File: src/rtl/mine_ctrl.sv
`timescale 1ns/1ps
// mine_ctrl: job sequencer between the host register file and the SHA-256d core.
// On start it snapshots midstate/header/target, then sweeps nonces into the core
// over a valid/ready handshake and bounds the number of unreturned nonces. Each
// returned hash is compared against the target. The job stops on the first hit
// (after the remaining nonces drain), on nonce exhaustion, or on abort.
// Optional build macro MINE_CTRL_HASH_COUNT_EN adds a 48-bit saturating count of
// results received while a job is running.
module mine_ctrl #(
    parameter logic [31:0] NONCE_FIRST  = 32'h0000_0000,
    parameter logic [31:0] NONCE_LAST   = 32'hFFFF_FFFF,
    parameter int unsigned MAX_INFLIGHT = 4
) (
    input  logic         clk,
    input  logic         reset,
    input  logic         start,
    input  logic         abort,
    input  logic [255:0] midstate_in,
    input  logic [95:0]  header_in,
    input  logic [255:0] target_in,
    output logic [255:0] job_midstate,
    output logic [95:0]  job_header,
    output logic         core_valid,
    input  logic         core_ready,
    output logic [31:0]  core_nonce,
    input  logic         res_valid,
    input  logic [31:0]  res_nonce,
    input  logic [255:0] res_hash,
    output logic [2:0]   state_out,
    output logic [31:0]  nonce_out,
    output logic         found
`ifdef MINE_CTRL_HASH_COUNT_EN
    ,
    output logic [47:0]  hash_count
`endif
);

    typedef enum logic [2:0] {
        ST_IDLE      = 3'd0,
        ST_LOAD      = 3'd1,
        ST_RUN       = 3'd2,
        ST_DRAIN     = 3'd3,
        ST_FOUND     = 3'd4,
        ST_EXHAUSTED = 3'd5,
        ST_ABORTED   = 3'd6
    } state_t;

    localparam logic [3:0] MAX_INF = 4'(MAX_INFLIGHT);

    state_t         state_q, state_d;
    logic [255:0]   midstate_q, midstate_d;
    logic [95:0]    header_q, header_d;
    logic [255:0]   target_q, target_d;
    logic [31:0]    nonce_q, nonce_d;
    logic [31:0]    golden_q, golden_d;
    logic [3:0]     inflight_q, inflight_d;
    logic           last_issued_q, last_issued_d;
    logic [31:0]    nonce_out_q, nonce_out_d;
    logic           found_q, found_d;
`ifdef MINE_CTRL_HASH_COUNT_EN
    logic [47:0]    hash_count_q, hash_count_d;
`endif

    logic issue;     // nonce accepted by the core this cycle
    logic res_live;  // result that belongs to the running job
    logic res_dec;   // result that retires an inflight slot
    logic hit;       // returned hash meets the target

    // Core offer: gated from registered state only, so it cannot be withdrawn while in RUN.
    always_comb begin
        core_valid = (state_q == ST_RUN) && !last_issued_q && (inflight_q < MAX_INF);
        core_nonce = nonce_q;
        issue      = core_valid && core_ready;
        res_live   = res_valid && ((state_q == ST_RUN) || (state_q == ST_DRAIN));
        res_dec    = res_live && (inflight_q != 4'd0);
        hit        = (res_hash <= target_q);
    end

    // Next-state, counters and snapshot logic.
    always_comb begin
        // NOTE: every variable gets its hold value first so no path infers a latch.
        state_d       = state_q;
        midstate_d    = midstate_q;
        header_d      = header_q;
        target_d      = target_q;
        nonce_d       = nonce_q;
        golden_d      = golden_q;
        inflight_d    = inflight_q;
        last_issued_d = last_issued_q;
`ifdef MINE_CTRL_HASH_COUNT_EN
        hash_count_d  = hash_count_q;
        if (res_live && (hash_count_q != '1)) begin
            hash_count_d = hash_count_q + 48'd1;
        end
`endif

        case (state_q)
            ST_IDLE, ST_FOUND, ST_EXHAUSTED, ST_ABORTED: begin
                if (start) begin
                    state_d       = ST_LOAD;
                    midstate_d    = midstate_in;
                    header_d      = header_in;
                    target_d      = target_in;
                    nonce_d       = NONCE_FIRST;
                    golden_d      = 32'd0;
                    inflight_d    = 4'd0;
                    last_issued_d = 1'b0;
`ifdef MINE_CTRL_HASH_COUNT_EN
                    hash_count_d  = 48'd0;
`endif
                end
            end
            ST_LOAD: begin
                if (abort) begin
                    state_d    = ST_ABORTED;
                    inflight_d = 4'd0;
                end else begin
                    state_d = ST_RUN;
                end
            end
            ST_RUN: begin
                if (abort) begin
                    state_d    = ST_ABORTED;
                    inflight_d = 4'd0;
                end else begin
                    if (issue) begin
                        // The counter parks on the last nonce instead of wrapping.
                        if (nonce_q == NONCE_LAST) begin
                            last_issued_d = 1'b1;
                        end else begin
                            nonce_d = nonce_q + 32'd1;
                        end
                    end
                    inflight_d = inflight_q + 4'(issue) - 4'(res_dec);
                    if (res_live && hit) begin
                        golden_d = res_nonce;
                        state_d  = ST_DRAIN;
                    end else if (last_issued_d && (inflight_d == 4'd0)) begin
                        state_d = ST_EXHAUSTED;
                    end
                end
            end
            ST_DRAIN: begin
                if (abort) begin
                    state_d    = ST_ABORTED;
                    inflight_d = 4'd0;
                end else begin
                    // Later hits are ignored: the first golden nonce wins.
                    inflight_d = inflight_q - 4'(res_dec);
                    if (inflight_d == 4'd0) begin
                        state_d = ST_FOUND;
                    end
                end
            end
            default: state_d = ST_IDLE;
        endcase

        nonce_out_d = (state_d == ST_FOUND) ? golden_d : nonce_d;
        found_d     = (state_d == ST_FOUND);
    end

    // State and datapath registers; the wide snapshots are cleared too so reads after reset are defined.
    always_ff @(posedge clk or negedge reset) begin
        if (!reset) begin
            state_q       <= ST_IDLE;
            midstate_q    <= '0;
            header_q      <= '0;
            target_q      <= '0;
            nonce_q       <= '0;
            golden_q      <= '0;
            inflight_q    <= '0;
            last_issued_q <= 1'b0;
            nonce_out_q   <= '0;
            found_q       <= 1'b0;
`ifdef MINE_CTRL_HASH_COUNT_EN
            hash_count_q  <= '0;
`endif
        end else begin
            // NOTE: non-blocking updates so every flop samples the pre-edge values.
            state_q       <= state_d;
            midstate_q    <= midstate_d;
            header_q      <= header_d;
            target_q      <= target_d;
            nonce_q       <= nonce_d;
            golden_q      <= golden_d;
            inflight_q    <= inflight_d;
            last_issued_q <= last_issued_d;
            nonce_out_q   <= nonce_out_d;
            found_q       <= found_d;
`ifdef MINE_CTRL_HASH_COUNT_EN
            hash_count_q  <= hash_count_d;
`endif
        end
    end

    assign job_midstate = midstate_q;
    assign job_header   = header_q;
    assign state_out    = state_q;
    assign nonce_out    = nonce_out_q;
    assign found        = found_q;
`ifdef MINE_CTRL_HASH_COUNT_EN
    assign hash_count   = hash_count_q;
`endif

endmodule

File: config.mk
export PLATFORM = sky130hd
export DESIGN_NAME = mine_ctrl
export DESIGN_NICKNAME = d
export VERILOG_FILES = /design/src/rtl/mine_ctrl.sv
export SDC_FILE = /design/constraint.sdc
export NUM_CORES = 2
export LEC_CHECK = 0
export CAP_MARGIN = 20
export CORE_AREA = 2 2 511 513
export CTS_BUF_LIST = sky130_fd_sc_hd__clkbuf_8
export DETAILED_ROUTE_END_ITERATION = 10
export DIE_AREA = 0 0 513 515
export MAX_ROUTING_LAYER = met4
export PLACE_DENSITY = 0.41
export SYNTH_ARGS = -nofsm -noshare
export SYNTH_HDL_FRONTEND = slang
export SYNTH_SLANG_ARGS = --single-unit
File: constraint.sdc
create_clock -name clk -period 5.9 [get_ports clk]
set_input_delay 0.885 -clock clk [delete_from_list [all_inputs] [get_ports clk]]
set_output_delay 0.885 -clock clk [all_outputs]
set_load 0.01 [all_outputs]
# [Word level (Yosys, flattened, before mapping)]
# Index checks and enable logic that the tools add are counted.
[totals] register_bits=713 output_inout_bits=421 elab_cells=76
[op_classes] add_sub_neg=4 magnitude_cmp=2 eq_ne=11 n_mux=30 n_reduce_logical=19
[ops] op="$le 256x256->1" count=1
[ops] op="$mux 32" count=8
[ops] op="$pmux 32 s2" count=2
[ops] op="$add 32x1->32 const B" count=1
[ops] op="$eq 32x32->1 const B" count=1
[ops] op="$mux 3" count=7
[ops] op="$mux 4" count=4
[ops] op="$pmux 4 s4" count=1
[ops] op="$eq 3x3->1 const B" count=4
[ops] op="$pmux 3 s4" count=1
[ops] op="$logic_not 4->1" count=2
[ops] op="$reduce_bool 4->1" count=2
[ops] op="$sub 4x1->4" count=2
[ops] op="$logic_and 1x1->1" count=7
[ops] op="$eq 3x2->1 const B" count=2
[ops] op="$mux 1" count=6
[ops] op="$ne 2x2->1 const B" count=3
[ops] op="$reduce_and 3->1" count=2
[ops] op="$add 4x1->4" count=1
[ops] op="$lt 4x3->1 const B" count=1
[ops] op="$reduce_or 4->1" count=1
[ops] op="$eq 3x1->1 const B" count=1
[ops] op="$logic_not 3->1" count=1
[ops] op="$pmux 1 s2" count=1
[ops] op="4 further kinds" count=4

# [Logic depth before layout (Yosys ltp)]
[logic_depth] depth_word=14 depth_mapped=15 mapped_depth_nobuf=15

# [Worst setup path after synthesis]
# OpenSTA, ideal clock, no wires.
[synth_path] kind="input to register" start="input res_hash[110]" end="register golden_q[10]" arrival_ps=3270 t_required_ps=5775 path_slack_ps=2505 stages=11 path_cell_list="ha_1 a21oi_1 nand2_1 a221o_1 or3_1 a221oi_1 o211ai_1 o211ai_2 nand3_4 buf_6 mux2_4"
[synth_between] elab_chain_len=5
[synth_lines] item="start: declaration" line_no="28" rtl="input logic [255:0] res_hash,"
[synth_lines] item="$le 256x256->1" line_no="76" rtl="hit = (res_hash <= target_q);"
[synth_lines] item="$logic_and 1x1->1" line_no="135" rtl="if (res_live && hit) begin"
[synth_lines] item="$mux 32" line_no="135"
[synth_lines] item="$mux 32" line_no="122" rtl="if (abort) begin"
[synth_lines] item="$pmux 32 s2" line_no="97" rtl="case (state_q)"
[synth_lines] item="net golden_d[10]" line_no="55" rtl="logic [31:0] golden_q, golden_d;"
[synth_lines] item="end signal: assignment" line_no="185" rtl="golden_q <= golden_d;"
[synth_lines] item="end: declaration" line_no="55"
# The timed path passes the listed nets, and every way through them passes these cells.
# A chain may end at the register's enable or synchronous reset.

# [Final worst setup path]
[layout_path] start="register target_q[238]" end="register golden_q[0]"
[layout_between] elab_chain_len=5
[layout_lines] item="start: declaration" line_no="53" rtl="logic [255:0] target_q, target_d;"
[layout_lines] item="start signal: assignment" line_no="183" rtl="target_q <= target_d;"
[layout_lines] item="$le 256x256->1" line_no="76"
[layout_lines] item="$logic_and 1x1->1" line_no="135"
[layout_lines] item="$mux 32" line_no="135"
[layout_lines] item="$mux 32" line_no="122"
[layout_lines] item="$pmux 32 s2" line_no="97"
[layout_lines] item="net golden_d[0]" line_no="55"
# The timed path passes the listed nets, and every way through them passes these cells.

==> metrics.cfg <==
[placed_design]
place_congestion=0.927
postPlaceCellArea_mm2=0.0510
dp_hpwl_mm=173
pre_cts_ws_ps=-20.7
io_buffers=1322
dp.cells=8301

[setup_path]
arrival_ps=5460
cp-end-kind=flop
slowest_stage=nor4_1
cp-start-kind=flop
startpoint=target_q[238]
critPathMaxFanout=15
path_cells=inv_1 > ha_1 > nand4_1 > nor4_1 > buf_4 > nand4_1 > nor3b_1 > buf_4 > nand2_1 > o21ai_1 > o31ai_4 > nand3_4 > buf_12 > mux2_1
crit_required_ps=6630
critPathKind=flop to flop
max_stage_delay_ps=920
r2r_start=target_q[238]

[cells_and_area]
num-fill-cells=28200
regArea_mm2=0.0178
final_cell_area_mm2=0.0546
final_cells=8674
final_layout_size_suffix_gt1_share_pct=6.97
multiInputGateArea_mm2=0.0141
nets=6231
area_growth_pct=62.6

[power]
cellPowerDensity_mw_per_mm2=453
p_leak_nw=24.7
ir_drop_mv=0.219

[timing]
maxSlewViolCount=0
fin_skew_ps=69.3
final.period_utilization_pct=80.1
hold_viol_final=0
period_minus_slack_ps=4730
fmax_mhz=211
tightest_slew_ps=1040
worst_slack_ps=1170
slew_headroom_pct=30.1
rsz0062_at_grt=false
hold_slack_ps=471
finalSetupViolCount=0
setup_tns_ps=0

[worst_hold_path]
worst_hold_path_type=flop to flop
min-delay-start=job_midstate[101]

[floorplan]
start_util_pct=13.0
core-area_mm2=0.259
row_count=187
ios=1323
die_w_um=513
die_y_um=515
die-area_mm2=0.264

[cts]
cts.sinks=713
clockRootBuffer=clkbuf_8
postCtsSetupRepairBufs=0
clockBufferDepth=3
path_clk_slew_ps=60
postCtsHoldBufs=1
h-tree-depth=4
post_cts_resized=0
clk_latency_ps=880
cts_buffers=160
cts_tree=built

[drt]
ant_nets=0
dr_total_vias=31700
drtIter0Drc=1846
drc_errors=0
drtPass1Iterations=5
wl_per_cell_um=24.2
viasPerCell=3.65
wl_mm=210

[synthesis]
synth.distinct_cells=71
async_flop_share_pct=100
syn_inst=3679
synth_flop_cell=dfrtp_1
syn_avg_cell_area_um2=9.12
ys.warnings.count=0
yosys_register_bits=713
ys_seq_area_share_pct=53.2
synth-edff-count=0
synth_area_mm2=0.0336
mappedNetlistNets=4847

[global_routing]
grt_first_pass_wirelength_mm=280
track_usage_pct=15.8
antenna_found_initial=153
first_global_vias=32700
overflow=0
grt_max_degree=159

[status]
outcome=finished clean

[job]
drv_cap=0

## final timing paths
kind | depth (start not counted) | slack, ps | to
max | 14 | 1170 | golden_q[0]
min | 2 | 470 | job_midstate[101]
max reg2reg | 14 | 1170 | golden_q[0]
min reg2reg | 2 | 470 | job_midstate[101]
max in group asynchronous | 3 | 3920 | target_q[239]
min in group asynchronous | 2 | 590 | target_q[81]
## critical path: cells and delay by family, from the launching register on
family          cells  cell delay (ps)
simple gates        6             1960
buf+inv             4              830
compound gates      2              750
fa+ha+maj           1              370
mux                 1              340
flops               1              310
## Yosys cell counts (8+ instances only)
library cell / number / area (um2)
mux2_4: 26 / 390
a21o_1: 23 / 173
o21ai_0: 298 / 1490
nand2_1: 1406 / 5280
ha_1: 265 / 3320
mux2i_1: 15 / 150
nor2_1: 47 / 176
o211ai_1: 15 / 113
nor3_1: 12 / 60.1
mux2_2: 32 / 360
inv_1: 278 / 1040
a221oi_1: 8 / 70.1
and2_1: 29 / 181
clkbuf_1: 139 / 522
a211oi_1: 15 / 113
a21oi_1: 101 / 505
dfrtp_1: 713 / 17800
nand3_1: 45 / 225
and4_1: 8 / 70.1
nor4_1: 19 / 119
nand4_1: 74 / 463
o31ai_1: 12 / 90.1
## logic make-up after synthesis
logic type | after synthesis | share of synthesized area [%]
xor+xnor | 5 | 0.130
buf+inv | 430 | 4.90
mux | 75 | 2.75
flops | 713 | 53.2
fa+ha+maj | 266 | 9.94
compound gates | 517 | 8.71
simple gates | 1673 | 20.4
## sequential cells by signal, summed over array words and instances, names as in the netlist
register	cells
nonce_out	32
found	1
golden_q	32
state_out	3
job_midstate	256
target_q	256
core_nonce	32
last_issued_q	1
job_header	96
inflight_q	4
## per-stage QoR
stage               power, mW  utilization (%)
finish                   24.7             21.1
global route             26.8             21.1
CTS                      25.4             21.0
detailed placement       19.1             19.7
global placement         19.0             19.7
floorplan                12.8                -
## layer usage
metal	GRT usage [%]	part of all wire, %	vias up	wire [um]
met5	-	0	-	0
met4	3.82	2.7	0	5650
met3	8.59	12	310	25100
met2	25.5	46	1398	97500
met1	16.9	39	15000	81700
li1	-	-	15000	-
## power breakdown
group	internal [mW]	switching [mW]
Combinational	4.53	6.36
Sequential	6.94	0.918
Clock	3.29	2.68
## placed cells by master (no fill, tap or decap), drive strengths merged, types with 30 or more instances in the layout
master,Yosys,layout
a21oi,102,102
and2,30,30
buf,12,51
clkbuf,139,195
clkdlybuf4s50,0,1321
dfrtp,713,713
diode,0,93
ha,265,265
inv,279,332
mux2,60,60
nand2,1407,1407
nand3,47,47
nand4,74,74
nor2,49,49
o21ai,304,304
## final cells by class
cell class              instances  area share [%]
well taps                    3402            7.80
flip-flops and latches        713            32.7
multi-input cells            2536            25.8
clock buffers                 195            4.92
clock inverters                83            1.14
inverters                     279            1.92
repair buffers               1373            25.3
diodes                         93           0.426
No activity file was read; power rests on OpenSTA's default activity.
